--- config.mk ---
export PLATFORM = sky130hd
export DESIGN_NAME = xvc_timeout_scheduler
export DESIGN_NICKNAME = d
export VERILOG_FILES = /design/src/rtl/xvc_timer_pkg.sv /design/src/rtl/xvc_ms_tick_gen.sv /design/src/rtl/xvc_timeout_scheduler.sv
export SDC_FILE = /design/constraint.sdc
export NUM_CORES = 1
export LEC_CHECK = 0
export ABC_CLOCK_PERIOD_IN_PS = 2780
export BUFFER_PORTS_ARGS = -buffer_cell sky130_fd_sc_hd__buf_2
export CORE_MARGIN = 2
export CORE_UTILIZATION = 60
export DETAILED_ROUTE_END_ITERATION = 7
export PLACE_DENSITY = 0.8
export REMOVE_ABC_BUFFERS = 1
export SETUP_SLACK_MARGIN = 0.02
export SKIP_LAST_GASP = 1
export SYNTH_ARGS = -nofsm -noshare
export SYNTH_HDL_FRONTEND = slang
export SYNTH_SLANG_ARGS = --single-unit
--- constraint.sdc ---
create_clock -name clock -period 2.78 [get_ports clock]
set_input_delay 0.278 -clock clock [delete_from_list [all_inputs] [get_ports clock]]
set_output_delay 0.278 -clock clock [all_outputs]
set_load 0.01 [all_outputs]
--- src/rtl/xvc_timer_pkg.sv ---
// rtl/xvc_timer_pkg.sv - shared types and defaults for the XVC timeout scheduler
package xvc_timer_pkg;

  typedef enum logic [1:0] {
    IDLE      = 2'd0,
    ARMED     = 2'd1,
    EXPIRED   = 2'd2,
    PRESENTED = 2'd3
  } slot_state_e;

  typedef enum logic {
    CMD_ARM    = 1'b0,
    CMD_CANCEL = 1'b1
  } cmd_op_e;

  localparam int XVC_CLOCK_RATIO_DEFAULT = 200000;

endpackage

--- src/rtl/xvc_ms_tick_gen.sv ---
// rtl/xvc_ms_tick_gen.sv - clock prescaler producing a 1 ms tick and a free-running ms counter
module xvc_ms_tick_gen
  import xvc_timer_pkg::*;
#(
  parameter int CLOCK_RATIO = XVC_CLOCK_RATIO_DEFAULT
) (
  input  logic        clock,
  input  logic        reset,
  output logic        tick,
  output logic [31:0] now_ms
);

  // A ratio of 1 still needs a one-bit counter that sits at 0 and ticks every cycle.
  localparam int CNT_W = (CLOCK_RATIO > 1) ? $clog2(CLOCK_RATIO) : 1;
  localparam logic [CNT_W-1:0] LAST = CNT_W'(CLOCK_RATIO - 1);

  logic [CNT_W-1:0] count;

  assign tick = (count == LAST);

  always_ff @(posedge clock) begin
    if (reset) begin
      count  <= '0;
      now_ms <= '0;
    end else if (tick) begin
      count  <= '0;
      now_ms <= now_ms + 32'd1;
    end else begin
      count  <= count + CNT_W'(1);
    end
  end

endmodule

--- src/rtl/xvc_timeout_scheduler.sv ---
// rtl/xvc_timeout_scheduler.sv - multi-slot ms timeout scheduler with round-robin expiry delivery
// Optional XVC_TIMEOUT_STATS_EN adds the exp_count handshake counter.
module xvc_timeout_scheduler
  import xvc_timer_pkg::*;
#(
  parameter int CLOCK_RATIO = XVC_CLOCK_RATIO_DEFAULT,
  parameter int NUM_SLOTS   = 4,
  parameter int TIMEOUT_W   = 16
) (
  input  logic                         clock,
  input  logic                         reset,
  input  logic                         cmd_valid,
  output logic                         cmd_ready,
  input  logic                         cmd_op,
  input  logic [$clog2(NUM_SLOTS)-1:0] cmd_slot,
  input  logic [TIMEOUT_W-1:0]         cmd_timeout_ms,
  output logic                         exp_valid,
  input  logic                         exp_ready,
  output logic [$clog2(NUM_SLOTS)-1:0] exp_slot,
  output logic [NUM_SLOTS-1:0]         slot_active,
  output logic [31:0]                  now_ms
`ifdef XVC_TIMEOUT_STATS_EN
  ,
  output logic [31:0]                  exp_count
`endif
);

  localparam int SLOT_W = $clog2(NUM_SLOTS);

  logic                 tick;
  slot_state_e          state_q  [NUM_SLOTS];
  slot_state_e          state_d  [NUM_SLOTS];
  logic [TIMEOUT_W-1:0] remain_q [NUM_SLOTS];
  logic [TIMEOUT_W-1:0] remain_d [NUM_SLOTS];
  logic [NUM_SLOTS-1:0] cand;
  logic [SLOT_W-1:0]    rr_q;
  logic [SLOT_W-1:0]    grant_idx;
  logic [SLOT_W-1:0]    slot_q;
  logic                 grant_found;
  logic                 load;
  logic                 cmd_fire;
  logic                 hs;
  logic                 ready_q;
  logic                 valid_q;

  xvc_ms_tick_gen #(
    .CLOCK_RATIO(CLOCK_RATIO)
  ) u_tick_gen (
    .clock (clock),
    .reset (reset),
    .tick  (tick),
    .now_ms(now_ms)
  );

  function automatic logic [SLOT_W-1:0] rr_index(input logic [SLOT_W-1:0] base, input int offset);
    int s;
    s = int'(base) + offset;
    if (s >= NUM_SLOTS) s = s - NUM_SLOTS;
    return SLOT_W'(s);
  endfunction

  assign cmd_ready = ready_q;
  assign exp_valid = valid_q;
  assign exp_slot  = slot_q;
  assign cmd_fire  = cmd_valid && ready_q;
  assign hs        = valid_q && exp_ready;

  // A slot targeted by this cycle's command is withheld from arbitration: the command wins.
  always_comb begin
    cand = '0;
    for (int i = 0; i < NUM_SLOTS; i++) begin
      cand[i] = (state_q[i] == EXPIRED) && !(cmd_fire && (cmd_slot == SLOT_W'(i)));
    end
    grant_found = 1'b0;
    grant_idx   = '0;
    for (int k = NUM_SLOTS - 1; k >= 0; k--) begin
      if (cand[rr_index(rr_q, k)]) begin
        grant_found = 1'b1;
        grant_idx   = rr_index(rr_q, k);
      end
    end
    load = grant_found && (!valid_q || hs);
  end

  always_comb begin
    for (int i = 0; i < NUM_SLOTS; i++) begin
      state_d[i]  = state_q[i];
      remain_d[i] = remain_q[i];
      if (cmd_fire && (cmd_slot == SLOT_W'(i))) begin
        if (cmd_op == CMD_CANCEL) begin
          state_d[i]  = IDLE;
          remain_d[i] = '0;
        end else if (cmd_timeout_ms == '0) begin
          state_d[i]  = EXPIRED;
          remain_d[i] = '0;
        end else begin
          state_d[i]  = ARMED;
          remain_d[i] = cmd_timeout_ms;
        end
      end else begin
        if (tick && (state_q[i] == ARMED)) begin
          if (remain_q[i] <= TIMEOUT_W'(1)) begin
            state_d[i]  = EXPIRED;
            remain_d[i] = '0;
          end else begin
            remain_d[i] = remain_q[i] - TIMEOUT_W'(1);
          end
        end
        if (hs && (slot_q == SLOT_W'(i)) && (state_q[i] == PRESENTED)) begin
          state_d[i] = IDLE;
        end
        if (load && (grant_idx == SLOT_W'(i))) begin
          state_d[i] = PRESENTED;
        end
      end
    end
  end

  always_ff @(posedge clock) begin
    if (reset) begin
      for (int i = 0; i < NUM_SLOTS; i++) begin
        state_q[i]  <= IDLE;
        remain_q[i] <= '0;
      end
      rr_q    <= '0;
      valid_q <= 1'b0;
      slot_q  <= '0;
      ready_q <= 1'b0;
    end else begin
      for (int i = 0; i < NUM_SLOTS; i++) begin
        state_q[i]  <= state_d[i];
        remain_q[i] <= remain_d[i];
      end
      ready_q <= 1'b1;
      if (load) begin
        valid_q <= 1'b1;
        slot_q  <= grant_idx;
        rr_q    <= rr_index(grant_idx, 1);
      end else if (hs) begin
        valid_q <= 1'b0;
      end
    end
  end

  always_comb begin
    slot_active = '0;
    for (int i = 0; i < NUM_SLOTS; i++) begin
      slot_active[i] = (state_q[i] != IDLE);
    end
  end

`ifdef XVC_TIMEOUT_STATS_EN
  always_ff @(posedge clock) begin
    if (reset) begin
      exp_count <= '0;
    end else if (hs) begin
      exp_count <= exp_count + 32'd1;
    end
  end
`endif

endmodule
; ---- After elaboration in Yosys (flattened, before gate mapping)
; Memory sizes are Yosys's and may differ from the RTL's.
; Cells that the tools add are included.
[op_classes]
muxes = 70
n_eq_ne = 22
n_reduce_logical = 43
order_cmp = 13
addsub = 15
bitwise_logic = 8
[op_table]
columns = op, count
row1 = 16-bit two-way mux, 18
row2 = 2-bit two-way mux, 35
row3 = "16-bit by 1-bit less-or-equal comparator with 1-bit output, second input constant", 4
row4 = "16-bit by 1-bit subtractor with 16-bit output, second input constant", 4
row5 = "32-bit by 1-bit adder with 32-bit output, second input constant", 1
row6 = "2-bit == test, second input constant", 14
row7 = 1-bit logical AND, 27
row8 = "18-bit by 1-bit adder with 18-bit output, second input constant", 1
row9 = "18-bit == test, second input constant", 1
row10 = 16-bit logical NOT, 1
row11 = "2-bit by 1-bit == test with 1-bit output, second input constant", 7
row12 = 1-bit two-way mux, 13
row13 = "3-bit greater-or-equal comparator, second input constant", 4
row14 = "2-bit by 3-bit < comparator with 1-bit output, second input constant", 4
row15 = 2-bit nonzero test, 5
row16 = "2-bit by 1-bit subtractor with 2-bit output, second input constant", 5
row17 = 1-bit binary-select mux with 2-bit select, 4
row18 = 1-bit OR, 8
row19 = "2-bit by 1-bit adder with 3-bit output, second input constant", 2
row20 = "2-bit by 2-bit adder with 3-bit output, second input constant", 2
row21 = 2-bit logical NOT, 3
row22 = 1-bit logical NOT, 5
row23 = "2-bit by 3-bit greater-or-equal comparator with 1-bit output, second input constant", 1
row24 = 2-bit OR reduction, 1
row25 = 1-bit logical OR, 1
[word_totals]
out_inout_bits = 40
ramBits = 72
in_bits = 23
word_cells = 179
n_memories = 2
ff_bits = 56
[mem_list]
columns = memory, words, width, rd, rd_ports_with_merged_regs, write_ports, line
row1 = remain_q, 4, 16, 4, 0, 4, xvc_timeout_scheduler.sv:33  ; logic [TIMEOUT_W-1:0] remain_q [NUM_SLOTS];
row2 = state_q, 4, 2, 4, 0, 4, xvc_timeout_scheduler.sv:31  ; slot_state_e state_q [NUM_SLOTS];

; ---- Longest topological paths before layout
[depth]
word_depth = 15
depth_mapped = 10
mapped_depth_nobuf = 8

; ---- Modules after synthesis
; A second synthesis with hierarchy kept.
[unflattened]
cells_unflattened = 846
hier_area_um2 = 6924.1
[modules_own_cells]
columns = module, seq_area_each_um2, area_per_inst_um2, cells_per_inst, n_inst
row1 = xvc_timeout_scheduler, 1561.5, 4545.6, 576, 1
row2 = xvc_ms_tick_gen, 1001.0, 2378.5, 270, 1

; ---- Least setup slack after synthesis
; Ideal clock, no wire load.
[synth_path]
path_type = flip-flop to flip-flop
start = reg u_tick_gen.count[0]
end = mem remain_q[3][6]
stages_incl_launch_ff = 11
required_ps = 2652
setup_ps = 128
slack_ps = 523
synth_period_minus_slack_ps = 2257
arrival_ps = 2130
n_path_buf = 3
cell_sequence = dfxtp_1 -> ha_1 -> nand3_1 -> nor3_1 -> clkbuf_1 -> and2_1 -> buf_2 -> a21oi_1 -> clkbuf_1 -> a221oi_1 -> nor2_1
[synth_lines]
columns = element, line
row1 = start: declaration, xvc_ms_tick_gen.sv:17  ; logic [CNT_W-1:0] count;
row2 = start signal: assignment, xvc_ms_tick_gen.sv:29  ; count <= count + CNT_W'(1);
row3 = end: declaration, xvc_timeout_scheduler.sv:33

==> report_table.html <==
<table>
<tr><th>Metric</th><th>Value</th></tr>
<tr><th colspan="2">Logic synthesis</th></tr>
<tr><td>Synthesized instance count</td><td>roughly 900</td></tr>
<tr><td>Seq/Total Area, Yosys</td><td>0.364</td></tr>
<tr><td>Synth warnings</td><td>0</td></tr>
<tr><td>Synthesis-stage register bit count</td><td>between 100 and 150</td></tr>
<tr><td>Area share of the largest cell type after synthesis</td><td>0.364</td></tr>
<tr><td>Top FF cell, synth</td><td>dfxtp_1</td></tr>
<tr><td>Number of synthesized flops with an enable pin</td><td>0</td></tr>
<tr><td>Cell accounting for the most synthesized area</td><td>dfxtp_1</td></tr>
<tr><td>Synth cell types</td><td>73</td></tr>
<tr><td>Syn_area_per_cell</td><td>between 7 and 8 um2</td></tr>
<tr><td>Syn Std Cell Area</td><td>roughly 0.0070 mm2</td></tr>
<tr><td>Ranking of synthesized cells by area</td><td>dfxtp_1 36%, nor2_1 6.7%, a21oi_1 5.4%</td></tr>
<tr><td>Share of async-settable or async-resettable flops after synthesis</td><td>0</td></tr>
<tr><th colspan="2">Worst hold path</th></tr>
<tr><td>Type of the worst min-delay path</td><td>input port to register</td></tr>
<tr><th colspan="2">Drt</th></tr>
<tr><td>ANT nets after route</td><td>0</td></tr>
<tr><td>Vias</td><td>7151</td></tr>
<tr><td>DRC violation count after routing</td><td>0</td></tr>
<tr><td>Vias per cell</td><td>approximately 6.4</td></tr>
<tr><td>Final routed wirelength across all metal layers</td><td>slightly above 20000 um</td></tr>
<tr><td>Number of violations reported at the end of detailed-routing iteration 0</td><td>approximately 980</td></tr>
<tr><td>Pre-Repair DR Iteration Count</td><td>5</td></tr>
<tr><td>Routed wire per std cell</td><td>18.1 um</td></tr>
<tr><th colspan="2">Clock tree</th></tr>
<tr><td>Total CTS buffers</td><td>17</td></tr>
<tr><td>CTS sink count</td><td>128</td></tr>
<tr><td>Clk pin slew, worst setup/hold paths</td><td>about 0.060 ns</td></tr>
<tr><td>Later-pin clock latency in the skew report</td><td>about 0.43 ns</td></tr>
<tr><td>TritonCTS clock tree</td><td>built</td></tr>
<tr><td>Cell at the root of the clock tree</td><td>clkbuf_16</td></tr>
<tr><td>Bufs on Longest Clock Path</td><td>2</td></tr>
<tr><td>H-tree depth</td><td>4</td></tr>
<tr><td>Number of buffers inserted by post-CTS setup repair</td><td>0</td></tr>
<tr><th colspan="2">Worst setup path</th></tr>
<tr><td>Critical path class</td><td>register to register</td></tr>
<tr><td>Top fanout value on the critical path</td><td>6</td></tr>
<tr><td>Kind of start point of the critical path</td><td>register</td></tr>
<tr><td>Endpoint class of the critical path</td><td>register</td></tr>
<tr><td>Required time of the critical path</td><td>approximately 3.1 ns</td></tr>
<tr><td>Data arrival time of the worst path</td><td>3.01 ns</td></tr>
<tr><td>FF-to-FF setup slack</td><td>just over 0.09 ns</td></tr>
<tr><th colspan="2">Timing</th></tr>
<tr><td>Minimum period implied by the final worst setup slack</td><td>2.69 ns</td></tr>
<tr><td>Max-slew violation total from the final report</td><td>0</td></tr>
<tr><td>Final setup vio count</td><td>0</td></tr>
<tr><td>Peak clock frequency supported by timing</td><td>between 300 and 400 MHz</td></tr>
<tr><td>Count of final hold-check violations</td><td>0</td></tr>
<tr><td>RSZ-0062 raised after global routing</td><td>yes</td></tr>
<tr><td>Fin Clk Skew</td><td>between 0.006 and 0.007 ns</td></tr>
<tr><td>Worst max-slew margin expressed relative to the limit</td><td>0.247</td></tr>
<tr><td>Post-route clock period utilization</td><td>0.966</td></tr>
<tr><td>Sum of negative setup slack</td><td>0 ns</td></tr>
<tr><td>Smallest hold slack</td><td>~0.20 ns</td></tr>
<tr><td>Worst slew pin tran</td><td>1.12 ns</td></tr>
<tr><th colspan="2">Placed design</th></tr>
<tr><td>Routability cong.</td><td>0.922</td></tr>
<tr><td>Count of buffers inserted at the top-level ports</td><td>a little over 60</td></tr>
<tr><td>HPWL Detailed</td><td>roughly 14000 um</td></tr>
<tr><th colspan="2">Run</th></tr>
<tr><td>Max_cap viols</td><td>0</td></tr>
<tr><th colspan="2">Die</th></tr>
<tr><td>Die Y-Extent</td><td>~110 um</td></tr>
<tr><td>Initial standard-cell utilization of the core</td><td>0.616</td></tr>
<tr><td>Number of primary I/O pins</td><td>63</td></tr>
<tr><td>Core Box Area</td><td>between 0.01 and 0.015 mm2</td></tr>
<tr><td>Std cell rows</td><td>39</td></tr>
<tr><td>Die width</td><td>between 100 and 150 um</td></tr>
<tr><td>Die area</td><td>between 0.01 and 0.015 mm2</td></tr>
<tr><th colspan="2">Layout</th></tr>
<tr><td>Area added between synthesis and finish</td><td>16.3%</td></tr>
<tr><td>Leading cell types in the layout, fill and taps excluded</td><td>128 x dfxtp_1, 126 x nor2_1, 80 x nand2_1, 75 x a21oi_1, 61 x buf_2</td></tr>
<tr><td># nets final</td><td>between 1000 and 1500</td></tr>
<tr><td>Share of post-route cells with drive strength above 1</td><td>0.147</td></tr>
<tr><td>Most common cell after layout, fill and taps aside</td><td>dfxtp_1</td></tr>
<tr><td>Diode count</td><td>0</td></tr>
<tr><th colspan="2">Outcome</th></tr>
<tr><td>Result of the run</td><td>completed</td></tr>
<tr><th colspan="2">Global routing</th></tr>
<tr><td>Wire length of the first global-routing pass</td><td>approximately 33000 um</td></tr>
<tr><td>Vias in the first global route</td><td>approximately 6500</td></tr>
<tr><td>Global-route usage over all layers</td><td>0.327</td></tr>
<tr><td>Initial antenna violation count</td><td>0</td></tr>
<tr><td>Largest net degree at the start of global routing</td><td>45</td></tr>
<tr><td>Total congestion overflow</td><td>0</td></tr>
<tr><th colspan="2">Pwr</th></tr>
<tr><td>Leak</td><td>~3.1 nW</td></tr>
<tr><td>Worst IR Drop VDD</td><td>around 0.54 mV</td></tr>
<tr><td>Power density over the cells</td><td>roughly 570 mW/mm2</td></tr>
</table>
[critical path: stages, from the launching register on]
cell and delay (ns):
dfxtp_1 0.37, ha_1 0.20, nand3_1 0.24, nor3_1 0.46, nand3_1 0.34, or4_1 0.48, mux2_2 0.28, a32o_1 0.20
[per-stage QoR]
| step | cells | instance area [um2] | total power, W | setup slack (ns) | util |
|---|---|---|---|---|---|
| detailed placement | 1096 | 7610 | 0.00247 | -0.0308 | 0.666 |
| global route | 1125 | 8180 | 0.00478 | -0.0347 | 0.717 |
| floorplan | 859 | 6880 | 0.00226 | 0.106 | - |
| finish | 1125 | 8180 | 0.00463 | 0.0934 | 0.717 |
| global placement | 1096 | 7610 | 0.00247 | -0.0261 | 0.666 |
| CTS | 1125 | 8180 | 0.00463 | 0.109 | 0.716 |
[final timing paths]
path | depth (start not counted) | start | endpoint
min | 3 | cmd_timeout_ms[1] | remain_q[3][1]
max | 7 | u_tick_gen.count[0] | remain_q[2][3]
max reg2reg | 7 | u_tick_gen.count[0] | remain_q[2][3]
min reg2reg | 1 | u_tick_gen.count[0] | u_tick_gen.count[0]
[sequential cells by signal, summed over array words and instances, names as in the netlist]
signal and count:
state_q 8, cmd_ready 1, rr_q 2, remain_q 64, exp_valid 1, exp_slot 2
u_tick_gen.now_ms 32, u_tick_gen.count 18
[power by group]
group | internal [W] | total [W] | switching [W] | leakage [nW]
clock network | 0.00139 | 0.00218 | 0.000788 | 0.281
logic | 0.000199 | 0.000541 | 0.000342 | 1.77
registers | 0.00187 | 0.00191 | 0.0000425 | 1.03
total | 0.00346 | 0.00463 | 0.00117 | 3.09
[cell type report]
type,instances,area (um2)
tap,143,179
sequential,128,2560
fill,928,3230
multi-input combinational,709,4240
timing repair buffer,94,553
clock inverter,6,82.6
inverter,22,82.6
clock buffer,23,488
[synthesized netlist by cell type (all sizes together) (3+ instances only)]
master,count
dfxtp,128
nor2,127
nand2,80
a21oi,78
nor3,45
nand3,43
clkbuf,34
xnor2,33
o21ai,30
xor2,28
a22oi,27
nor4,25
inv,22
nand4,16
a31oi,13
and3,13
and2,11
ha,10
nor2b,10
o31ai,9
or4,9
or3,8
or2,7
buf,6
and4,5
mux2i,5
nand3b,5
nor3b,5
o211ai,5
a211oi,4
a222oi,4
a32o,4
a32oi,4
a311oi,3
nand4b,3
o22ai,3
[metal layers]
| layer | track usage | vias up | part of all wire |
|---|---|---|---|
| met5 | 0 | - | 0 |
| met4 | 0.141 | 0 | 0.034 |
| met3 | 0.0940 | 55 | 0.097 |
| met2 | 0.496 | 351 | 0.44 |
| met1 | 0.438 | 3314 | 0.43 |
| li1 | - | 3431 | - |
[cells by family (layout without fill, tap and decap cells)]
| logic type | after synthesis | in the layout | share of synthesized area |
|---|---|---|---|
| buf+inv | 62 | 145 | 0.0341 |
| fa+ha+maj | 10 | 10 | 0.0178 |
| compound gates | 207 | 207 | 0.193 |
| flops | 128 | 128 | 0.364 |
| simple gates | 425 | 425 | 0.307 |
| mux | 6 | 6 | 0.00871 |
| xor+xnor | 61 | 61 | 0.0759 |
[what timing repair did]
item,in CTS,in global routing
hold endpoints to repair,0,0
hold buffers,0,0
setup endpoints to repair,0,16
gates resized for setup,0,1
(Power assumes the default switching activity.)
